===== config.mk =====
export PLATFORM = sky130hd
export DESIGN_NAME = jam_solver_param
export DESIGN_NICKNAME = d
export VERILOG_FILES = /design/src/rtl/jam_solver_param.sv
export SDC_FILE = /design/constraint.sdc
export NUM_CORES = 1
export LEC_CHECK = 0
export CORE_MARGIN = 3
export CORE_UTILIZATION = 40
export CTS_BUF_LIST = sky130_fd_sc_hd__clkbuf_4
export CTS_CLUSTER_SIZE = 30
export DETAILED_ROUTE_END_ITERATION = 16
export GPL_TIMING_DRIVEN = 0
export SYNTH_ARGS = -nofsm -noshare
export SYNTH_HDL_FRONTEND = slang
export SYNTH_SLANG_ARGS = --single-unit

===== constraint.sdc =====
create_clock -name CLK -period 4.1 [get_ports CLK]
set_clock_uncertainty 0.2 [all_clocks]
set_input_delay 0.41 -clock CLK [delete_from_list [all_inputs] [get_ports CLK]]
set_output_delay 0.41 -clock CLK [all_outputs]
set_load 0.01 [all_outputs]

===== src/rtl/jam_solver_param.sv =====
// Exhaustive N-worker/N-job assignment solver: walks every job permutation in
// lexicographic order, summing costs from an external table, and keeps the best.
module jam_solver_param #(
  parameter int N      = 8,
  parameter int IDX_W  = 3,
  parameter int COST_W = 7,
  parameter int SUM_W  = 10,
  parameter int CNT_W  = 16
) (
  input  logic                CLK,
  input  logic                RST_N,
  input  logic                Start,
  input  logic                Mode,
  output logic                Busy,
  output logic [IDX_W-1:0]    W,
  output logic [IDX_W-1:0]    J,
  input  logic [COST_W-1:0]   Cost,
  output logic [SUM_W-1:0]    BestCost,
  output logic [CNT_W-1:0]    MatchCount,
  output logic [N*IDX_W-1:0]  BestPerm,
  output logic                Valid
);

  typedef enum logic [2:0] {
    S_IDLE = 3'd0,
    S_CALC = 3'd1,
    S_CHK  = 3'd2,
    S_FIND = 3'd3,
    S_SWAP = 3'd4,
    S_REV  = 3'd5,
    S_DONE = 3'd6
  } state_t;

  state_t             r_state;
  logic [IDX_W-1:0]   r_perm [N];
  logic [IDX_W-1:0]   r_w;
  logic [IDX_W-1:0]   r_anchor;
  logic [IDX_W-1:0]   r_p;
  logic [IDX_W-1:0]   r_swap;
  logic [SUM_W-1:0]   r_acc;
  logic [SUM_W-1:0]   r_best;
  logic [CNT_W-1:0]   r_cnt;
  logic [N*IDX_W-1:0] r_best_perm;
  logic               r_mode;
  logic               r_first;
  logic               r_busy;
  logic               r_valid;

  logic [N*IDX_W-1:0] w_perm_flat;
  logic [IDX_W-1:0]   w_rev [N];
  logic [IDX_W-1:0]   w_j;
  logic [IDX_W-1:0]   w_pa;
  logic [IDX_W-1:0]   w_pp;
  logic [IDX_W-1:0]   w_ps;
  logic [IDX_W-1:0]   w_anchor;
  logic               w_has_anchor;
  logic               w_better;

  // Select one element of a flattened permutation by index.
  function automatic logic [IDX_W-1:0] pick(input logic [N*IDX_W-1:0] v,
                                            input logic [IDX_W-1:0] idx);
    logic [IDX_W-1:0] r;
    r = {IDX_W{1'b0}};
    for (int k = 0; k < N; k++) begin
      r = (idx == IDX_W'(k)) ? v[k*IDX_W +: IDX_W] : r;
    end
    return r;
  endfunction

  // Flattened view of the permutation and the element lookups derived from it.
  always_comb begin
    w_perm_flat = {(N*IDX_W){1'b0}};
    for (int k = 0; k < N; k++) begin
      w_perm_flat[k*IDX_W +: IDX_W] = r_perm[k];
    end
    w_j  = pick(w_perm_flat, r_w);
    w_pa = pick(w_perm_flat, r_anchor);
    w_pp = pick(w_perm_flat, r_p);
    w_ps = pick(w_perm_flat, r_swap);
  end

  // Anchor search (rightmost ascent) and the comparison against the current best.
  always_comb begin
    w_anchor     = {IDX_W{1'b0}};
    w_has_anchor = 1'b0;
    for (int i = 0; i < N - 1; i++) begin
      w_anchor     = (r_perm[i] < r_perm[i+1]) ? IDX_W'(i) : w_anchor;
      w_has_anchor = (r_perm[i] < r_perm[i+1]) ? 1'b1 : w_has_anchor;
    end
    w_better = r_mode ? (r_acc > r_best) : (r_acc < r_best);
  end

  // Suffix reversal after the anchor: element k takes element N+anchor-k.
  always_comb begin
    for (int k = 0; k < N; k++) begin
      w_rev[k] = r_perm[k];
      for (int m = 0; m < N; m++) begin
        w_rev[k] = ((k > int'(r_anchor)) && ((m + k) == (N + int'(r_anchor))))
                   ? r_perm[m] : w_rev[k];
      end
    end
  end

  // Main sequencer: permutation walk, cost accumulation and result registers.
  always_ff @(posedge CLK or negedge RST_N) begin
    if (!RST_N) begin
      r_state     <= S_IDLE;
      for (int k = 0; k < N; k++) begin
        r_perm[k] <= IDX_W'(k);
      end
      r_w         <= {IDX_W{1'b0}};
      r_anchor    <= {IDX_W{1'b0}};
      r_p         <= {IDX_W{1'b0}};
      r_swap      <= {IDX_W{1'b0}};
      r_acc       <= {SUM_W{1'b0}};
      r_best      <= {SUM_W{1'b0}};
      r_cnt       <= {CNT_W{1'b0}};
      r_best_perm <= {(N*IDX_W){1'b0}};
      r_mode      <= 1'b0;
      r_first     <= 1'b0;
      r_busy      <= 1'b0;
      r_valid     <= 1'b0;
    end else begin
      case (r_state)
        S_IDLE, S_DONE: begin
          if (Start) begin
            r_mode  <= Mode;
            for (int k = 0; k < N; k++) begin
              r_perm[k] <= IDX_W'(k);
            end
            r_acc   <= {SUM_W{1'b0}};
            r_w     <= {IDX_W{1'b0}};
            r_first <= 1'b1;
            r_busy  <= 1'b1;
            r_valid <= 1'b0;
            r_state <= S_CALC;
          end
        end
        S_CALC: begin
          r_acc <= r_acc + SUM_W'(Cost);
          if (r_w == IDX_W'(N-1)) begin
            r_w     <= {IDX_W{1'b0}};
            r_state <= S_CHK;
          end else begin
            r_w <= r_w + IDX_W'(1);
          end
        end
        S_CHK: begin
          r_first <= 1'b0;
          if (r_first || w_better) begin
            r_best      <= r_acc;
            r_cnt       <= CNT_W'(1);
            r_best_perm <= w_perm_flat;
          end else if (r_acc == r_best) begin
            r_cnt <= r_cnt + CNT_W'(1);
          end
          if (!w_has_anchor) begin
            r_busy  <= 1'b0;
            r_valid <= 1'b1;
            r_state <= S_DONE;
          end else begin
            r_anchor <= w_anchor;
            r_p      <= w_anchor + IDX_W'(1);
            r_swap   <= w_anchor + IDX_W'(1);
            r_state  <= S_FIND;
          end
        end
        S_FIND: begin
          if ((w_pp > w_pa) && (w_pp < w_ps)) begin
            r_swap <= r_p;
          end
          if (r_p == IDX_W'(N-1)) begin
            r_state <= S_SWAP;
          end else begin
            r_p <= r_p + IDX_W'(1);
          end
        end
        S_SWAP: begin
          for (int k = 0; k < N; k++) begin
            if (r_anchor == IDX_W'(k)) begin
              r_perm[k] <= w_ps;
            end else if (r_swap == IDX_W'(k)) begin
              r_perm[k] <= w_pa;
            end
          end
          r_state <= S_REV;
        end
        S_REV: begin
          for (int k = 0; k < N; k++) begin
            r_perm[k] <= w_rev[k];
          end
          r_acc   <= {SUM_W{1'b0}};
          r_state <= S_CALC;
        end
        default: r_state <= S_IDLE;
      endcase
    end
  end

  assign Busy       = r_busy;
  assign Valid      = r_valid;
  assign W          = r_w;
  assign J          = w_j;
  assign BestCost   = r_best;
  assign MatchCount = r_cnt;
  assign BestPerm   = r_best_perm;

endmodule


==> results of run 1 <==
[metal layers]
layer  up-vias  GRT usage (%)  part of all wire (%)
li1       3587              -                     -
met1      3693           37.2                    43
met3        85           8.59                    12
met2       483           37.8                    42
met5         -              0                     0
met4         0           8.55                   3.6
[kinds of logic after synthesis]
group,share of synthesized area (%)
xor+xnor,2.06
compound gates,23.6
flops,32.0
simple gates,17.2
fa+ha+maj,7.98
buf+inv,6.48
mux,10.7
[cell type report]
class | instances | area [µm²] | area share [%]
diodes | 1 | 2.50 | 0.0269
inverters | 50 | 188 | 2.02
clock buffers | 9 | 67.6 | 0.726
flip-flops and latches | 103 | 2590 | 27.9
well taps | 265 | 332 | 3.56
repair buffers | 71 | 723 | 7.77
multi-input cells | 716 | 4990 | 53.6
plain buffers | 69 | 340 | 3.66
clock inverters | 7 | 66.3 | 0.713
[stage by stage]
step           setup TNS [ns]  cells
2_1_floorplan               0    938
3_3_place_gp          -163.78   1271
3_5_place_dp                0   1272
4_1_cts                     0   1289
5_1_grt                     0   1291
6_report                    0   1291
[synthesized netlist by cell type (all sizes together) (15+ instances only)]
cell type    n  share of area (%)
o22ai       15                1.2
buf         36                2.6
clkbuf      33                1.5
nand3       18                1.1
nand2      102                4.8
a211oi      23                2.2
o21ai       64                4.0
a21oi       67                4.2
inv         49                2.3
a31oi       15                1.2
xnor2       16                1.7
mux2        43                6.9
dfrtp       91                 28
nor3        20                1.3
nor2        81                3.8
mux2i       19                2.4
ha          50                7.7
[state kept, by name (all words and copies together), names as in the netlist, 3 cells and up]
signal      cells
r_acc          10
r_p             3
r_state         3
r_perm         24
r_swap          3
BestCost       10
W               3
BestPerm       24
MatchCount     16
r_anchor        3
[repair_timing]
action | 4_1_cts | 5_1_grt
hold buffers | 1 | 0
endpoints found under the hold margin | 35 | 0
setup buffers | 0 | 1
setup endpoints to repair | 0 | 5
gates resized for setup | 0 | 16
[power breakdown]
group / switching [mW] / total (mW) / leakage [nW] / internal, mW
sequential: 0.346 / 1.70 / 1.26 / 1.36
clock: 0.412 / 0.552 / 0.0736 / 0.140
combinational: 2.78 / 4.63 / 2.65 / 1.84
total: 3.54 / 6.88 / 3.98 / 3.34
[worst paths after layout]
kind / startpoint / end / slack (ns) / cells past startpoint
worst max-delay path: r_perm[23] / J[2] / 0.09 / 9
worst min-delay path: RST_N / BestPerm[23] / 0.19 / 2
worst max register to register: r_perm[21] / r_swap[0] / 0.22 / 14
worst min register to register: BestPerm[8] / BestPerm[8] / 0.33 / 1
max in group asynchronous: RST_N / W[0] / 2.74 / 3
min in group CLK: Mode / r_mode / 0.31 / 3
==> key figures, run 1 <==
Clock network
  • Worst-Skew Late Latency: 0.53 ns
  • CTS Root Cell: clkbuf_4
  • Clock Tree Buf Depth: 2
  • TritonCTS buffer count: 9
  • H-tree Lvls: 3
  • Clk slew on worst S/H paths: 0.20 ns
  • CTS tree: done
  • CTS sink cnt: 103

Placement
  • Dpl hpwl: around 21000 µm
  • Routability cong.: 1.03
  • Post-DP Area: slightly above 0.009 mm²
  • Worst slack, placed: around 0.16 ns
  • Port Buf Inserts: between 60 and 70

Yosys
  • Syn_nets: 1000
  • Sequential cell area fraction in the yosys report: between 30% and 40%
  • Mapped Area: between 0.008 and 0.009 mm²
  • Asr flop ratio synth: 100%
  • EDFF count, synth: 0
  • Count of different cell masters after synthesis: 79
  • Flops & latches, synth: about 100
  • Post-Syn Area per Cell: between 8 and 9 µm²
  • Predominant post-synthesis flop cell: dfrtp_1
  • Ys Warns: 0
  • Post-Syn Instances: about 940

Timing
  • Final period util: between 90% and 100%
  • Unrepaired setup endpoints after global routing: false
  • Tmin final: around 4.0 ns
  • Final Hold Viols: 0
  • Worst slew pin tran: roughly 1.1 ns
  • PnR worst setup slack: roughly 0.094 ns
  • Max-slew headroom: 23.4%
  • Slew Limit Fails: 0
  • Setup violators final: 0
  • Worst hold slack: 0.188 ns
  • Max Clock Freq: around 0.25 GHz

Power and ir drop
  • Total power: just under 7 mW
  • Pleak: approximately 4.0 nW
  • PD cells: 740 mW/mm²
  • Worst vdd ir: approximately 260 µV

Setup path
  • Crit-path most repeated cell: a211oi_1
  • Critical setup path kind: register to output pin
  • Critical-path cell list: clkbuf_1, and3b_1, a211oi_1, a2111oi_2, a221oi_1, a211oi_1, a311oi_1, a21oi_1, clkdlybuf4s50_1
  • Critical path endpoint category: output pin
  • Req. time, crit path: roughly 3.5 ns
  • Crit Path Max Fanout: 10
  • CP Launch Type: register
  • Top Family by Delay on Critical Path: buffers and inverters
  • Slowest stage cell, crit path: clkdlybuf4s50_1
  • Crit path arrival time: about 3.4 ns
  • Bufs and invs on worst path: 2
  • Max incr delay on CP: 0.61 ns

Floorplan
  • Die H: 148 µm
  • Initial core utilization: roughly two fifths
  • Die W: roughly 150 µm
  • Top-level port count: between 60 and 70
  • Die area: 0.0220 mm²
  • Num rows: between 50 and 60
  • Core area: ~0.020 mm²

Detailed routing
  • Via count: between 7000 and 8000
  • Post-route ant nets: 0
  • DR DRC count: 0
  • DR pass1 iterations: 8
  • Via density: about 6
  • Initial DRC count: ~1100
  • Routed len/inst: about 22 µm
  • Total routed wirelength: 29000 µm

Final layout
  • Design area: about 0.0093 mm²
  • Most frequent cells in the layout: nand2_1 (101), dfrtp_1 (89), nor2_1 (79)
  • Util after Layout: a little under half
  • P&R area growth vs syn: 15.0%
  • NumNets Final: approximately 1100
  • Share of post-route cells with drive strength above 1: a little over an eighth
  • Leading cell type in the layout, fill and taps excluded: nand2_1
  • Fill cells: about 2000

Global routing
  • Gr usage total: between 20% and 30%
  • First-pass GRT wire length: about 44000 µm
  • Largest net degree at the start of global routing: between 60 and 70
  • Vias in the first global route: between 7000 and 8000
  • Initial antenna violation count: 1
  • GRT overflow: 0

Job
  • Max_cap viols: 0

Status
  • Status: finished, final reports clean

Worst hold path
  • HP Class: primary input to async pin
Note: power is estimated with default switching activity, not from simulation.
==> run 2, diff against run 1 <==
TNS_END_PERCENT = 1   (was default)
==> run 2 against run 1 <==
  * Count of clock-buffer cells in the layout unchanged
  * Register-to-register slack got worse by 0.04 ns
  * Critical endpoint unchanged
  * Global-route usage is the same
  * Clock power is essentially flat
  * Die area unchanged
  * Highest routed layer unchanged
  * Routed wire length about the same
==> key figures, run 2 (synthesis gave the netlist of run 1 again) <==
Final layout
  • Fill cells: 1982 (unchanged)
  • Final Non-Filler Cells: 1290 (-0.077%)
  • Share of post-route cells with drive strength above 1: 13.0% (-0.18 points)
  • Design area: 0.00930 mm² (about the same)
  • P&R area growth vs syn: 14.9% (about the same)
  • Util after Layout: 47.3% (about the same)
  • Most frequent cells in the layout: nand2_1 (101), dfrtp_1 (89), nor2_1 (79)
  • NumNets Final: 1081 (-0.092%)
  • FF/Latch Area: 0.00259 mm² (unchanged)
  • Leading cell type in the layout, fill and taps excluded: nand2_1
  • Multi-input logic area: 0.00499 mm² (unchanged)

Timing
  • Unrepaired setup endpoints after global routing: true
  • Max-slew headroom: 20.3% (-3.1 points)
  • Tmin final: 4.01 ns (+0.0000177 ns)
  • Final Hold Viols: 0 (unchanged)
  • Final period util: 97.7% (about the same)
  • Max Clock Freq: 0.250 GHz (about the same)
  • Worst slew pin tran: 1.19 ns (+0.0454 ns)
  • Slew Limit Fails: 0 (unchanged)
  • Setup violators final: 0 (unchanged)
  • Setup tns final: 0 ns (unchanged)

Power and ir drop
  • Switching part of the total: 51.5% (+0.067 points)
  • Sw Pwr: 3.54 mW (about the same)
  • Total power: 6.87 mW (-0.14%)
  • PD cells: 739 mW/mm² (about the same)
  • Clock network fraction of total power: 8.0% (about the same)
  • Seq pwr share: 24.8% (about the same)
  • Worst vdd ir: 256 µV (about the same)
  • Pleak: 3.98 nW (about the same)
  • Int Pwr: 3.33 mW (-0.28%)
  • Logic pwr share: 67.2% (about the same)

Setup path
  • FF-to-FF setup slack: 0.18 ns (-0.04 ns)
  • Worst R2R Path Depth: 10 (-4)
  • Critical path endpoint category: output pin
  • Crit Path Max Fanout: 10 (unchanged)
  • Slowest stage cell, crit path: clkdlybuf4s50_1
  • Critical setup path kind: register to output pin
  • CP Launch Type: register
  • Max incr delay on CP: 0.61 ns (about the same)
  • Crit path depth: 9 (unchanged)
  • Req. time, crit path: 3.49 ns (about the same)
  • Crit-path most repeated cell: a211oi_1
  • Crit path arrival time: 3.40 ns (about the same)
  • Top Family by Delay on Critical Path: buffers and inverters
  • Bufs and invs on worst path: 2 (unchanged)
  • Critical-path cell list: clkbuf_1, and3b_1, a211oi_1, a2111oi_2, a221oi_1, a211oi_1, a311oi_1, a21oi_1, clkdlybuf4s50_1

Detailed routing
  • Via density: 6.07 (-0.11%)
  • Total routed wirelength: 29000 µm (about the same)
  • DR DRC count: 0 (unchanged)
  • Via count: 7833 (-0.19%)
  • Routed len/inst: 22.5 µm (+0.10%)
  • Post-route ant nets: 0 (unchanged)
  • DR pass1 iterations: 6 (-2)
  • Initial DRC count: 1063 (-1.0%)

Clock network
  • TritonCTS buffer count: 9 (unchanged)
  • Setup Fix Bufs, Post-CTS: 0 (unchanged)
  • Clock Tree Buf Depth: 2 (unchanged)
  • CTS tree: done
  • Worst-Skew Late Latency: 0.52 ns (about the same)
  • H-tree Lvls: 3 (unchanged)
  • Clk slew on worst S/H paths: 0.21 ns (about the same)
  • CTS sink cnt: 103 (unchanged)
  • CTS Root Cell: clkbuf_4

Global routing
  • Largest net degree at the start of global routing: 69 (unchanged)
  • Vias in the first global route: 7327 (unchanged)
  • Initial antenna violation count: 1 (unchanged)
  • First-pass GRT wire length: 44100 µm (unchanged)
  • Gr usage total: 26.2% (unchanged)
  • GRT overflow: 0 (unchanged)

Placement
  • Routability cong.: 1.03 (unchanged)
  • Dpl hpwl: 21300 µm (unchanged)
  • Inst Count DP: 1272 (unchanged)
  • Post-DP Area: 0.00913 mm² (unchanged)
  • Port Buf Inserts: 68 (unchanged)

Floorplan
  • Die W: 148 µm (unchanged)
  • Die H: 148 µm (unchanged)
  • Core area: 0.0197 mm² (unchanged)
  • Initial core utilization: 41.2% (unchanged)
  • Num rows: 51 (unchanged)
  • Die area: 0.0220 mm² (unchanged)
  • Top-level port count: 69 (unchanged)

Job
  • Max_cap viols: 0 (unchanged)

Status
  • Status: finished, final reports clean

Worst hold path
  • HP Class: primary input to async pin
==> run 2: changes by cell type in the layout (fill, tap and decap cells not counted), sizes merged <==
cell / delta
buf: -1
==> run 2: per-layer routing <==
layer	vias up	track usage, %	share of wire, %
met5	-	0	0
met4	0	8.55	3.5
met3	90	8.59	12
met2	452	37.8	42
met1	3698	37.2	43
li1	3593	-	-
==> run 2: what timing repair did <==
item / CTS / global route
endpoints found under the setup margin: 0 / 5
resized for setup: 0 / 15
hold buffers: 1 / 0
hold endpoints to repair: 35 / 0
==> run 2: power groups by stage <==
stage          Combinational [mW]  Clock (mW)  Sequential, mW
6_report                     4.62       0.552            1.70
5_1_grt                      4.99       0.614            1.75
4_1_cts                      4.47       0.577            1.70
3_5_place_dp                 4.45           0            1.71
3_3_place_gp                 4.45           0            1.71
2_1_floorplan                2.92           0            1.66
==> run 2: area by class of cell <==
class	count	area share (%)
Sequential cell	103	27.9
Clock inverter	7	0.713
Antenna cell	1	0.0269
Timing Repair Buffer	70	7.70
Inverter	50	2.02
Buffer	69	3.66
Tap cell	265	3.57
Multi-Input combinational cell	716	53.7
Clock buffer	9	0.727
==> run 2: worst paths after layout <==
kind	from	to
max	r_perm[23]	J[2]
min	RST_N	BestPerm[23]
max reg2reg	r_perm[5]	r_swap[2]
min reg2reg	BestPerm[8]	BestPerm[8]
max in group asynchronous	RST_N	W[0]
min in group CLK	Mode	r_mode
==> run 2: per-stage QoR <==
| step | hold WS [ns] | setup WS (ns) |
|---|---|---|
| 5_1_grt | 0.192 | -0.0290 |
| 6_report | 0.188 | 0.0936 |
| 3_5_place_dp | 0.229 | 0.158 |
| 4_1_cts | 0.186 | 0.0960 |
| 2_1_floorplan | -0.0856 | 0.583 |
| 3_3_place_gp | 0.286 | -1.76 |
